==> config.mk <==
export PLATFORM = sky130hd
export DESIGN_NAME = secuenciador_barrido_rtc
export DESIGN_NICKNAME = d
export VERILOG_FILES = /design/src/rtl/secuenciador_barrido_rtc.sv
export SDC_FILE = /design/constraint.sdc
export NUM_CORES = 1
export LEC_CHECK = 0
export CAP_MARGIN = 20
export CORE_MARGIN = 8
export CORE_UTILIZATION = 59
export CTS_BUF_LIST = sky130_fd_sc_hd__clkbuf_8
export DETAILED_ROUTE_END_ITERATION = 6
export PLACE_DENSITY = 0.95
export SLEW_MARGIN = 20
export SYNTH_ARGS = -nofsm -noshare
export SYNTH_HDL_FRONTEND = slang
export SYNTH_SLANG_ARGS = --single-unit
export TNS_END_PERCENT = 30
==> constraint.sdc <==
create_clock -name clk -period 5.4 [get_ports clk]
set_clock_uncertainty 0.1 [all_clocks]
set_input_delay 1.08 -clock clk [delete_from_list [all_inputs] [get_ports clk]]
set_output_delay 1.08 -clock clk [all_outputs]
set_load 0.05 [all_outputs]
==> src/rtl/secuenciador_barrido_rtc.sv <==
// secuenciador_barrido_rtc: periodic sweep of nine RTC registers into the VGA bank
// plus PicoBlaze write arbitration; RTC_TRANSFER_CMD_EN prepends a transfer command.
module secuenciador_barrido_rtc #(
  parameter int unsigned PERIOD_CYCLES  = 5_000_000,
  parameter int unsigned TIMEOUT_CYCLES = 1023,
  parameter logic [7:0]  ADDR_SEG_H     = 8'h21,
  parameter logic [7:0]  ADDR_MIN_H     = 8'h22,
  parameter logic [7:0]  ADDR_HORA_H    = 8'h23,
  parameter logic [7:0]  ADDR_DIA_F     = 8'h24,
  parameter logic [7:0]  ADDR_MES_F     = 8'h25,
  parameter logic [7:0]  ADDR_JAHR_F    = 8'h26,
  parameter logic [7:0]  ADDR_SEG_T     = 8'h41,
  parameter logic [7:0]  ADDR_MIN_T     = 8'h42,
  parameter logic [7:0]  ADDR_HORA_T    = 8'h43,
  parameter logic [7:0]  CMD_ADDR       = 8'hF0
) (
  input  logic       clk,
  input  logic       reset,
  input  logic       enable,
  input  logic       wr_req,
  input  logic [7:0] wr_addr,
  input  logic [7:0] wr_data,
  input  logic       fin_lectura_escritura,
  input  logic [7:0] out_dato,
  output logic       en_funcion,
  output logic       escribir_leer,
  output logic [7:0] addr_RAM,
  output logic [7:0] in_dato,
  output logic [7:0] data_out,
  output logic [8:0] load_reg,
  output logic       busy,
  output logic       wr_done,
  output logic       timeout_err
);

  typedef enum logic [3:0] {
    IDLE, SETUP, ACCESS, LOAD, NEXT, WR_SETUP, WR_ACCESS
`ifdef RTC_TRANSFER_CMD_EN
    , CMD_SET, CMD_WAIT
`endif
  } state_t;

  state_t      state, state_nxt;
  logic [3:0]  idx, idx_nxt;
  logic [23:0] pcnt;
  logic [9:0]  tcnt;
  logic        tick, tick_pend, wr_pend;
  logic [7:0]  wr_addr_q, wr_data_q, wa, wd;
  logic        tick_any, wr_any, in_acc, tmo;
  logic        sweep_go, wr_go;

  function automatic logic [7:0] addr_of(input logic [3:0] i);
    case (i)
      4'd0:    addr_of = ADDR_SEG_H;
      4'd1:    addr_of = ADDR_MIN_H;
      4'd2:    addr_of = ADDR_HORA_H;
      4'd3:    addr_of = ADDR_DIA_F;
      4'd4:    addr_of = ADDR_MES_F;
      4'd5:    addr_of = ADDR_JAHR_F;
      4'd6:    addr_of = ADDR_SEG_T;
      4'd7:    addr_of = ADDR_MIN_T;
      default: addr_of = ADDR_HORA_T;
    endcase
  endfunction

  assign tick     = enable && (pcnt == 24'(PERIOD_CYCLES - 1));
  assign tick_any = tick | tick_pend;
  assign wr_any   = wr_req | wr_pend;
  assign wr_go    = (state == IDLE) && wr_any;
  assign sweep_go = (state == IDLE) && !wr_any && tick_any;
  // A request arriving in the same cycle it is consumed wins over the latch
  assign wa       = wr_req ? wr_addr : wr_addr_q;
  assign wd       = wr_req ? wr_data : wr_data_q;

`ifdef RTC_TRANSFER_CMD_EN
  assign in_acc = (state == ACCESS) || (state == WR_ACCESS) ||
                  (state == CMD_WAIT);
`else
  assign in_acc = (state == ACCESS) || (state == WR_ACCESS);
`endif

  assign tmo = in_acc && !fin_lectura_escritura &&
               (tcnt == 10'(TIMEOUT_CYCLES - 1));

  always_ff @(posedge clk) begin
    if (reset) state <= IDLE;
    else       state <= state_nxt;
  end

  always_comb begin
    state_nxt = state;
    idx_nxt   = idx;
    unique case (state)
      IDLE: begin
        if (wr_any) begin
          state_nxt = WR_SETUP;
        end else if (tick_any) begin
          idx_nxt   = 4'd0;
`ifdef RTC_TRANSFER_CMD_EN
          state_nxt = CMD_SET;
`else
          state_nxt = SETUP;
`endif
        end
      end
`ifdef RTC_TRANSFER_CMD_EN
      CMD_SET:  state_nxt = CMD_WAIT;
      CMD_WAIT: if (fin_lectura_escritura || tmo) state_nxt = SETUP;
`endif
      SETUP:    state_nxt = ACCESS;
      ACCESS: begin
        if (fin_lectura_escritura) state_nxt = LOAD;
        else if (tmo)              state_nxt = NEXT;
      end
      LOAD:     state_nxt = NEXT;
      NEXT: begin
        if (idx == 4'd8) begin
          state_nxt = IDLE;
        end else begin
          idx_nxt   = idx + 4'd1;
          state_nxt = SETUP;
        end
      end
      WR_SETUP:  state_nxt = WR_ACCESS;
      WR_ACCESS: if (fin_lectura_escritura || tmo) state_nxt = IDLE;
      default:   state_nxt = IDLE;
    endcase
  end

  always_comb begin
    en_funcion = in_acc;
    busy       = (state != IDLE);
    load_reg   = 9'h000;
    if (state == LOAD) load_reg[idx] = 1'b1;
  end

  always_ff @(posedge clk) begin
    if (reset) begin
      idx           <= 4'd0;
      pcnt          <= 24'd0;
      tcnt          <= 10'd0;
      tick_pend     <= 1'b0;
      wr_pend       <= 1'b0;
      wr_addr_q     <= 8'h00;
      wr_data_q     <= 8'h00;
      addr_RAM      <= 8'h00;
      in_dato       <= 8'h00;
      escribir_leer <= 1'b0;
      data_out      <= 8'h00;
      wr_done       <= 1'b0;
      timeout_err   <= 1'b0;
    end else begin
      idx  <= idx_nxt;
      if (enable) pcnt <= tick ? 24'd0 : pcnt + 24'd1;
      tcnt      <= in_acc ? tcnt + 10'd1 : 10'd0;
      tick_pend <= sweep_go ? 1'b0 : (tick_pend | tick);
      wr_pend   <= wr_go ? 1'b0 : (wr_pend | wr_req);
      if (wr_req) begin
        wr_addr_q <= wr_addr;
        wr_data_q <= wr_data;
      end
      // Bus fields are loaded on entry to the setup cycle, ahead of en_funcion
      if (state_nxt == SETUP) begin
        addr_RAM      <= addr_of(idx_nxt);
        escribir_leer <= 1'b0;
      end else if (state_nxt == WR_SETUP) begin
        addr_RAM      <= wa;
        in_dato       <= wd;
        escribir_leer <= 1'b1;
      end
`ifdef RTC_TRANSFER_CMD_EN
      else if (state_nxt == CMD_SET) begin
        addr_RAM      <= CMD_ADDR;
        in_dato       <= 8'h00;
        escribir_leer <= 1'b1;
      end
`endif
      if (state == ACCESS && fin_lectura_escritura) data_out <= out_dato;
      wr_done <= (state == WR_ACCESS) && fin_lectura_escritura;
      if (sweep_go) timeout_err <= 1'b0;
      else if (tmo) timeout_err <= 1'b1;
    end
  end

endmodule
==> reports/metrics.cfg <==
[status]
status = finished clean

[drt]
wl_per_cell_um = 16.4
num_vias = 3295
drc = 0
routed_via_density = 5.83
drt_iter0_markers = 262
postRouteAntennaNets = 0
wirelength_um = 9250
drt_pass1_iterations = 4

[worst_hold_path]
hold_path_class = reg -> reg
hp-start = addr_RAM[7]

[clock_tree]
clock_latency_ns = 0.35
cts.clk_slew.worst_paths_ns = 0.09
clockRootBuffer = clkbuf_8
holdBufCountCts = 0
cts_setup_buffers = 0
cts_max_level = 3
cts.sink_count = 87
post_cts_resized = 0
numCtsBuffers = 9
max-clock-path-buffers = 2
cts_tree = built

[global_route]
antenna_found_initial = 0
grt_max_degree = 47
globalRouteTotalUtil_pct = 21.0
grt_pass1_vias = 3291
grt_first_pass_wirelength_um = 15400
grt_overflow = 0

[timing]
final-setup-viol-count = 0
drv_slew = 0
slew_headroom_pct = 38.6
hold_viol_final = 0
fmax_ghz = 0.264
fin_crit_sh_pct = 70.2
tightest_slew_ns = 0.917
setup_tns_ns = 0
period_needed_ns = 3.79
rsz0062_at_grt = false

[power]
ir_drop_mv = 0.202
power_leakage_nw = 1.85
power.share.clock_pct = 37.3
p_int_mw = 0.979
switchingPower_mw = 0.334
combPwrFrac_pct = 11.4
p_seq_share_pct = 51.3
p_sw_share_pct = 25.5
powerDensity_nw_per_um2 = 277

[logic_synthesis]
synthTopCellsByCount = dfxtp_1, nor2_1, mux2i_1, xor2_1, nand3_1
yosys.cell_types.count = 58
synth_top_area_cell = dfxtp_1
synth_most_common_cell = dfxtp_1
seq_area_frac_synth_pct = 45.7
synth-main-ff-cell = dfxtp_1
ys_async_sr_fraction_pct = 0
syn_inst = 418
yosysTopAreaCellShare_pct = 45.7
synth_fp_nets = 455
synth_area_leaders = dfxtp_1, nor2_1, mux2i_1
synth-seq-cells = 87
syn-mean-instance-area_um2 = 9.13
syn_area_um2 = 3810
synth_edf_count = 0
yosys_warnings = 0

[setup_path]
end_kind = output pin
r2r_start = state[0]
startpoint = state[2]
worstSetupPathType = reg -> out
rr_endpoint = addr_RAM[1]
rrSetupSlack_ns = 2.64
reg2reg_depth = 9
arrival_ns = 2.61
crit_path_end = load_reg[7]
startpoint_type = flip-flop
cp_max_fo = 11
crit_required_ns = 4.22

[layout]
drive_above_1_share_pct = 5.74
layout.nets = 520
final.fill_count = 435
diodes = 0
synthToLayoutAreaGrowth_pct = 24.4
final_area_um2 = 4740

[floorplan]
start_util_pct = 60.4
io-pin-count = 67
die_area_um2 = 9290
die_h_um = 96.4
die_w_um = 96.4
std_cell_rows = 29
core_area_um2 = 6310

[place]
place_area_um2 = 4530
dp_hpwl_um = 6540
io_buffer_count = 66
gp_congestion = 0.947

[flow_run]
max_cap_violations = 0

## sequential cells by signal, indices dropped and copies added (netlist names), 4 cells and up
register	count
addr_RAM	8
data_out	8
idx	4
in_dato	8
pcnt	24
state	4
tcnt	10
wr_addr_q	8
wr_data_q	8
## critical path, cell delays in order (launching register included)
cell	delay (ns)
dfxtp_1	0.50
nor2_1	0.24
nand3_1	0.14
nor3b_1	0.39
and2_1	0.18
clkdlybuf4s50_1	0.80
## cell families after synthesis
| kind of cell | synth area share [%] |
|---|---|
| AO/OA/AOI/OAI | 10.7 |
| XOR/XNOR | 6.66 |
| adder cells (fa/ha/maj) | 2.62 |
| buffers and inverters | 2.79 |
| flip-flops | 45.7 |
| multiplexers | 7.15 |
| other | 0.0983 |
| AND/OR/NAND/NOR | 24.3 |
## routing by layer
| metal | share of wire, % | track usage, % |
|---|---|---|
| met1 | 41 | 24.4 |
| met2 | 48 | 34.8 |
| met3 | 8.7 | 5.87 |
| met4 | 2.3 | 10.7 |
| met5 | 0 | 0 |
## final cells by class
cell class                      instances  area [µm²]  share of cell area [%]
Multi-Input combinational cell        306        1970                    41.5
Sequential cell                        87        1740                    36.7
Timing Repair Buffer                   70         691                    14.6
Clock buffer                            9         124                    2.61
Tap cell                               77        96.3                    2.03
Clock inverter                          7        88.8                    1.87
Inverter                                9        36.3                   0.765
## cells in the final DEF (no fill, tap or decap), types with 12 or more instances in the layout
cell type	instances
dfxtp_1	87
nor2_1	85
clkdlybuf4s50_1	66
mux2i_1	25
xor2_1	20
nand3_1	18
nand2_1	16
and2_1	14
and3_1	12
a21oi_1	12
nor3_1	12
## worst min-delay path by stage
stage	end	slack (ns)	cells after the start
2_1_floorplan	wr_addr_q[1]	0.36	2
3_3_place_gp	addr_RAM[7]	0.36	1
3_5_place_dp	addr_RAM[7]	0.38	1
4_1_cts	addr_RAM[7]	0.40	1
5_1_grt	addr_RAM[3]	0.41	1
6_report	addr_RAM[7]	0.40	1
## power by group through the flow
stage / clock [mW] / combinational (mW) / sequential (mW)
5_1_grt: 0.524 / 0.160 / 0.675
2_1_floorplan: 0 / 0.0641 / 0.713
4_1_cts: 0.492 / 0.150 / 0.673
6_report: 0.490 / 0.150 / 0.673
3_3_place_gp: 0 / 0.142 / 0.686
3_5_place_dp: 0 / 0.148 / 0.687
## stage by stage
stage | instances | util [%] | setup WS (ns) | hold WS [ns] | power, mW
floorplan | 418 | - | 2.31 | 0.355 | 0.777
global placement | 548 | 71.7 | 1.79 | 0.363 | 0.828
detailed placement | 549 | 71.8 | 1.68 | 0.376 | 0.835
CTS | 565 | 75.1 | 1.59 | 0.397 | 1.31
global route | 565 | 75.1 | 1.44 | 0.414 | 1.36
finish | 565 | 75.1 | 1.61 | 0.399 | 1.31
Note: power is estimated with default switching activity, not from simulation.
